[src/rtl/rv_pkg.sv]
// rtl/rv_pkg.sv - shared load encodings, default buffer depth and load extension helper
package rv_pkg;

  localparam int WB_FIFO_DEPTH = 2;

  typedef enum logic [2:0] {
    LD_B  = 3'b000,
    LD_H  = 3'b001,
    LD_W  = 3'b010,
    LD_D  = 3'b011,
    LD_BU = 3'b100,
    LD_HU = 3'b101,
    LD_WU = 3'b110,
    LD_DX = 3'b111
  } load_f3_e;

  // Extend right-aligned raw load data to 64 bits according to the load type.
  function automatic logic [63:0] load_extend(input logic [2:0] f3, input logic [63:0] d);
    logic [63:0] r;
    case (f3)
      LD_B:    r = {{56{d[7]}}, d[7:0]};
      LD_H:    r = {{48{d[15]}}, d[15:0]};
      LD_W:    r = {{32{d[31]}}, d[31:0]};
      LD_BU:   r = {56'd0, d[7:0]};
      LD_HU:   r = {48'd0, d[15:0]};
      LD_WU:   r = {32'd0, d[31:0]};
      default: r = d;
    endcase
    return r;
  endfunction

endpackage

[src/rtl/rv_wb_fifo.sv]
// rtl/rv_wb_fifo.sv - in-order buffer of pending load results with per-entry kill
module rv_wb_fifo
  import rv_pkg::*;
#(
  parameter int DEPTH = WB_FIFO_DEPTH
) (
  input  logic        clk,
  input  logic        rstn,
  input  logic        push,
  input  logic [4:0]  push_rd,
  input  logic [63:0] push_data,
  input  logic        pop,
  input  logic        kill_en,
  input  logic [4:0]  kill_rd,
  output logic        full,
  output logic        empty,
  output logic [4:0]  head_rd,
  output logic [63:0] head_data,
  output logic        head_kill,
  output logic [31:0] pend
);

  localparam int PW = (DEPTH > 1) ? $clog2(DEPTH) : 1;
  localparam int CW = $clog2(DEPTH + 1);

  logic [4:0]    rd_q    [DEPTH];
  logic [63:0]   data_q  [DEPTH];
  logic          kill_q  [DEPTH];
  logic          valid_q [DEPTH];
  logic [PW-1:0] wptr;
  logic [PW-1:0] rptr;
  logic [CW-1:0] count;
  logic          do_push;
  logic          do_pop;

  function automatic logic [PW-1:0] ptr_inc(input logic [PW-1:0] p);
    return (p == PW'(DEPTH - 1)) ? '0 : p + 1'b1;
  endfunction

  assign full      = (count == CW'(DEPTH));
  assign empty     = (count == '0);
  assign do_push   = push & ~full;
  assign do_pop    = pop & ~empty;
  assign head_rd   = rd_q[rptr];
  assign head_data = data_q[rptr];
  assign head_kill = kill_q[rptr];

  // Entry storage, pointers and occupancy; kills land before a same-cycle push so a new entry starts live.
  always_ff @(posedge clk) begin
    if (!rstn) begin
      wptr  <= '0;
      rptr  <= '0;
      count <= '0;
      for (int i = 0; i < DEPTH; i++) begin
        rd_q[i]    <= '0;
        data_q[i]  <= '0;
        kill_q[i]  <= 1'b0;
        valid_q[i] <= 1'b0;
      end
    end else begin
      if (kill_en) begin
        for (int i = 0; i < DEPTH; i++) begin
          if (valid_q[i] && (rd_q[i] == kill_rd)) kill_q[i] <= 1'b1;
        end
      end
      if (do_push) begin
        rd_q[wptr]    <= push_rd;
        data_q[wptr]  <= push_data;
        kill_q[wptr]  <= 1'b0;
        valid_q[wptr] <= 1'b1;
        wptr          <= ptr_inc(wptr);
      end
      if (do_pop) begin
        valid_q[rptr] <= 1'b0;
        rptr          <= ptr_inc(rptr);
      end
      case ({do_push, do_pop})
        2'b10:   count <= count + 1'b1;
        2'b01:   count <= count - 1'b1;
        default: count <= count;
      endcase
    end
  end

  // Pending-register mask from live entries; x0 is never reported.
  always_comb begin
    pend = '0;
    for (int i = 0; i < DEPTH; i++) begin
      if (valid_q[i] && !kill_q[i]) pend[rd_q[i]] = 1'b1;
    end
    pend[0] = 1'b0;
  end

endmodule

[src/rtl/rv_wb_arb.sv]
// rtl/rv_wb_arb.sv - register-file write-back arbiter between ALU results and buffered loads
module rv_wb_arb
  import rv_pkg::*;
#(
  parameter int FIFO_DEPTH = WB_FIFO_DEPTH
) (
  input  logic        clk,
  input  logic        rstn,
  input  logic        alu_vld_i,
  output logic        alu_rdy_o,
  input  logic [4:0]  alu_rd_i,
  input  logic [63:0] alu_data_i,
  input  logic        lsu_vld_i,
  output logic        lsu_rdy_o,
  input  logic [4:0]  lsu_rd_i,
  input  logic [2:0]  lsu_funct3_i,
  input  logic [63:0] lsu_data_i,
  output logic        wr_en_o,
  output logic [4:0]  wr_reg_o,
  output logic [63:0] wr_data_o,
  output logic [31:0] pend_o
);

  logic        full;
  logic        empty;
  logic [4:0]  head_rd;
  logic [63:0] head_data;
  logic        head_kill;
  logic        alu_xfer;
  logic        lsu_xfer;
  logic        fifo_pop;
  logic        kill_en;
  logic        sel_en;
  logic [4:0]  sel_rd;
  logic [63:0] sel_data;

  // Space is judged on the registered count only, so a full buffer drains its head before the ALU is let back in.
  assign lsu_rdy_o = ~full;
  assign alu_rdy_o = ~full;
  assign alu_xfer  = alu_vld_i & alu_rdy_o;
  assign lsu_xfer  = lsu_vld_i & lsu_rdy_o;
  assign fifo_pop  = ~alu_xfer & ~empty;
  assign kill_en   = alu_xfer & (alu_rd_i != 5'd0);

  rv_wb_fifo #(
    .DEPTH(FIFO_DEPTH)
  ) u_fifo (
    .clk       (clk),
    .rstn      (rstn),
    .push      (lsu_xfer),
    .push_rd   (lsu_rd_i),
    .push_data (load_extend(lsu_funct3_i, lsu_data_i)),
    .pop       (fifo_pop),
    .kill_en   (kill_en),
    .kill_rd   (alu_rd_i),
    .full      (full),
    .empty     (empty),
    .head_rd   (head_rd),
    .head_data (head_data),
    .head_kill (head_kill),
    .pend      (pend_o)
  );

  // Choose this cycle's write: ALU first, else the buffer head; x0 and killed entries are consumed silently.
  always_comb begin
    sel_en   = 1'b0;
    sel_rd   = '0;
    sel_data = '0;
    if (alu_xfer) begin
      sel_en   = (alu_rd_i != 5'd0);
      sel_rd   = alu_rd_i;
      sel_data = alu_data_i;
    end else if (fifo_pop) begin
      sel_en   = ~head_kill & (head_rd != 5'd0);
      sel_rd   = head_rd;
      sel_data = head_data;
    end
  end

  // Register the selected write so it reaches the register file one cycle after selection.
  always_ff @(posedge clk) begin
    if (!rstn) begin
      wr_en_o   <= 1'b0;
      wr_reg_o  <= '0;
      wr_data_o <= '0;
    end else begin
      wr_en_o   <= sel_en;
      wr_reg_o  <= sel_rd;
      wr_data_o <= sel_data;
    end
  end

endmodule
[config.mk]
export PLATFORM = sky130hd
export DESIGN_NAME = rv_wb_arb
export DESIGN_NICKNAME = d
export VERILOG_FILES = /design/src/rtl/rv_pkg.sv /design/src/rtl/rv_wb_fifo.sv /design/src/rtl/rv_wb_arb.sv
export SDC_FILE = /design/constraint.sdc
export NUM_CORES = 1
export LEC_CHECK = 0
export ABC_AREA = 1
export CAP_MARGIN = 0
export CORE_MARGIN = 4
export CORE_UTILIZATION = 44
export CTS_BUF_LIST = sky130_fd_sc_hd__clkbuf_16
export CTS_CLUSTER_DIAMETER = 60
export DETAILED_ROUTE_END_ITERATION = 7
export GPL_TIMING_DRIVEN = 1
export PLACE_DENSITY_LB_ADDON = 0.05
export REMOVE_ABC_BUFFERS = 1
export SLEW_MARGIN = 20
export SYNTH_ARGS = -nofsm -noshare
export SYNTH_HDL_FRONTEND = slang
export SYNTH_SLANG_ARGS = --single-unit
[constraint.sdc]
create_clock -name clk -period 3.1 [get_ports clk]
set_clock_uncertainty 0.15 [all_clocks]
set_input_delay 0.465 -clock clk [delete_from_list [all_inputs] [get_ports clk]]
set_output_delay 0.465 -clock clk [all_outputs]
set_load 0.02 [all_outputs]
==> key figures <==
Global route
  • Number of global-route vias before repair: approximately 7.6k
  • Met3 GRT Util: 0.04327
  • Total gr overflow: 0
  • Met2 Use GR: 0.3691
  • First-pass GRT wire length: 39.27 mm
  • Grt peak-use layer: met2
  • Largest net degree at the start of global routing: 57
  • Tot GR Track Use: 0.2012
  • Initial antenna violation count: 1
  • Global-route met1 utilization: 0.2462

Clock tree
  • H-tree depth: 1
  • Clock Root Buffer: clkbuf_16
  • Clock latency on the worst-skew pair: 500 ps
  • Hold_buf cts: 0
  • TritonCTS clock tree: built
  • Post-CTS setup buffers: 0
  • Resized cells post-CTS: 0
  • Clock-pin slew on the worst setup and hold paths: about 60 ps
  • TritonCTS buffer count: 24
  • Sink Count: 217
  • Clock Path Buffers: 3

Floorplan
  • Starting density of the core: 0.4516
  • Die H: 155.6 µm
  • Core Box Area: 21,220 µm²
  • Die area: 24,210 µm²
  • Die Width: 155.6 µm
  • Top-Level Pins: 249
  • Rows: between 50 and 60

Detailed routing
  • Detailed Routing Iterations Pass 1: 5
  • # DRC: 0
  • Via count: 7,709
  • Total wire length: between 20 and 30 mm
  • DR iter-0 viols: roughly 340
  • WL per Instance: 16.25 µm
  • DR vias/cell: 4.964
  • Antenna Nets Post-Route: 0

Worst setup path
  • Maximum fanout along the worst path: 7
  • Worst Path Required: 2480 ps
  • Crit path depth: 5
  • Critical Path Max Stage Delay: 640 ps
  • CP startpoint kind: flop
  • Path depth of the worst reg2reg path: 7
  • WP data arrival: between 2000 and 2500 ps
  • Buf/Inv on CP: 2
  • CP Cell Sequence: inv_1, nor3_1, nand2_1, o21ai_0, clkdlybuf4s50_1
  • Max stage delay cell, worst path: clkdlybuf4s50_1
  • Crit end category: output pin
  • Worst Setup Path Type: flop to output pin
  • Top Family by Delay on Critical Path: buffers and inverters

STA
  • Fin crit share: 0.9724
  • Final Critical Period: 3014 ps
  • Fin. Hold Viols: 0
  • Slew margin rel.: 0.5734
  • Setup Viol. Count Final: 0
  • Fmax: 331.8 MHz
  • Max Slew Vio Count: 0
  • Least-Margin Pin Slew: 639.8 ps
  • RSZ-0062 raised after global routing: yes

Outcome
  • Run status: finished clean

Synthesis
  • Flops & latches, synth: approximately 220
  • Compound-Gate Fraction of Synth Area: 0.06802
  • Post-synthesis xor/xnor area fraction: 0.001828
  • Cell area after synthesis: approximately 9600 µm²
  • Post-Synth Adder-Cell Area: 0.001306
  • Ys Warns: 0
  • Synth area leaders: edfxtp_1 43%, dfxtp_1 17%, nor2_1 7.5%
  • Mapped Cells: roughly 1.0k
  • Register area share after synthesis: 0.5975
  • Synth top area share: 0.4324
  • Simple-gate share of the synthesized area: 0.1900
  • Yosys cell types: 27
  • Avg Cell Area, Syn: approximately 9.4 µm²
  • Post-synthesis mux area share: 0.06685
  • Main combinational cell family by area after synthesis: simple AND/OR/NAND/NOR gates
  • Area leader, netlist: edfxtp_1

Layout
  • Final Util: 0.6202
  • Final nets: 1,405
  • Area Overhead vs Synth: 37.33%
  • Layout cells sized above 1: 0.05560
  • FILL cells: ~1.9k
  • Filler-free cell count of the finished design: 1,553

Power and ir drop
  • Lkg Pwr: 0.005400 µW
  • Pwr/cell area: 647.9 nW/µm²
  • Maximum vdd drop: about 420 µV

Min path
  • Worst hold path class: flop to flop
  • Hold Crit Depth: 1

Placed design
  • Post-DP HPWL: 17.05 mm
  • Placer Congestion: 0.8559
  • Placed Cells: 1,508
  • Port Buffers: 247

Flow run
  • Number of max-cap violations: 0
-- Yosys cell counts --
cell	n
nor2_1	191
nand2_1	148
edfxtp_1	138
inv_1	107
o21ai_0	104
nand3_1	87
dfxtp_1	79
mux2i_1	64
buf_2	27
clkbuf_1	22
a21oi_1	17
nor3_1	10
inv_2	5
buf_4	4
buf_6	3
nand2_2	2
nand3_4	2
nand3b_1	2
o22ai_1	2
xnor2_1	2
a21boi_0	1
buf_1	1
clkbuf_2	1
conb_1	1
ha_1	1
o21ai_1	1
o31ai_4	1
-- area by class of cell --
cell class | instances | area, µm² | share of cell area
timing repair buffer | 268 | 2715 | 0.2063
clock inverter | 19 | 130.1 | 0.009888
clock buffer | 25 | 625.6 | 0.04754
sequential | 217 | 5729 | 0.4353
multi-input combinational | 636 | 3193 | 0.2426
tap | 275 | 344.1 | 0.02615
antenna | 1 | 2.502 | 0.0001902
inverter | 112 | 420.4 | 0.03195
-- worst paths after layout --
path / from / endpoint / slack [ps]
max reg2reg: u_fifo.count[0]$_SDFFE_PN0P_ / u_fifo.data_q[1][55]$_SDFFCE_PN0P_ / 1030
min reg2reg: u_fifo.rptr$_SDFFE_PN0P_ / u_fifo.rptr$_SDFFE_PN0P_ / 350
max: u_fifo.rd_q[0][2]$_SDFFCE_PN0P_ / pend_o[20] / 90
min: u_fifo.rptr$_SDFFE_PN0P_ / u_fifo.rptr$_SDFFE_PN0P_ / 350
-- where the power goes --
part | switching, µW | total, µW | internal [µW]
logic | 1190 | 2090 | 902
clock network | 1080 | 2700 | 1610
registers | 223 | 3740 | 3510
-- registers in the layout, summed over array words and instances (netlist names), named ones only --
name / cells
u_fifo.data_q: 128
wr_reg_o: 5
u_fifo.valid_q: 2
u_fifo.wptr: 1
u_fifo.rptr: 1
u_fifo.rd_q: 10
wr_en_o: 1
wr_data_o: 64
u_fifo.kill_q: 2
u_fifo.count: 2
-- worst reg2reg max path, cell delays in order, from the launching register on --
cell	delay, ps
dfxtp_1	410
inv_2	90
nand2_2	120
nand2_2	90
inv_2	110
nand3_4	170
nand2_4	350
buf_4	290
-- cell families (layout without fill, tap and decap cells) --
logic type / after synthesis / count (layout)
XOR/XNOR: 2 / 2
buffers and inverters: 170 / 424
AO/OA/AOI/OAI: 126 / 126
adder cells (fa/ha/maj): 1 / 1
multiplexers: 64 / 64
other: 1 / 2
AND/OR/NAND/NOR: 442 / 442
flip-flops: 217 / 217
-- metrics by stage --
step                      setup slack, ps  TNS (ps)  power, µW  instance area [µm²]  hold slack [ps]
after floorplan                     -1729   -134620       4934                 9293            294.2
after global placement              654.7         0       5869                12380            325.0
after detailed placement            601.2         0       5905                12380            331.8
after CTS                           101.8         0       8613                13140            346.8
after global routing               -96.44    -877.3       8938                13160            359.2
final                               85.70         0       8526                13160            346.3
-- placed cells by master, fill, tap and decap left out, types with 3 or more instances in the layout --
master / n
a21oi_1: 17
buf_12: 7
buf_4: 15
clkbuf_16: 25
clkdlybuf4s50_1: 246
clkinv_1: 3
dfxtp_1: 78
edfxtp_1: 138
inv_1: 118
inv_2: 6
mux2i_1: 64
nand2_1: 145
nand2_2: 3
nand3_1: 87
nor2_1: 190
nor3_1: 7
nor3_2: 3
o21ai_0: 104
-- routing by layer --
| layer | part of all wire | vias to the layer above | wire [µm] |
|---|---|---|---|
| met5 | 0.00048 | - | 12 |
| met4 | 0.013 | 2 | 328 |
| met3 | 0.073 | 29 | 1844 |
| met2 | 0.51 | 236 | 12800 |
| met1 | 0.41 | 3590 | 10250 |
| li1 | - | 3852 | - |
(Power assumes the default switching activity.)
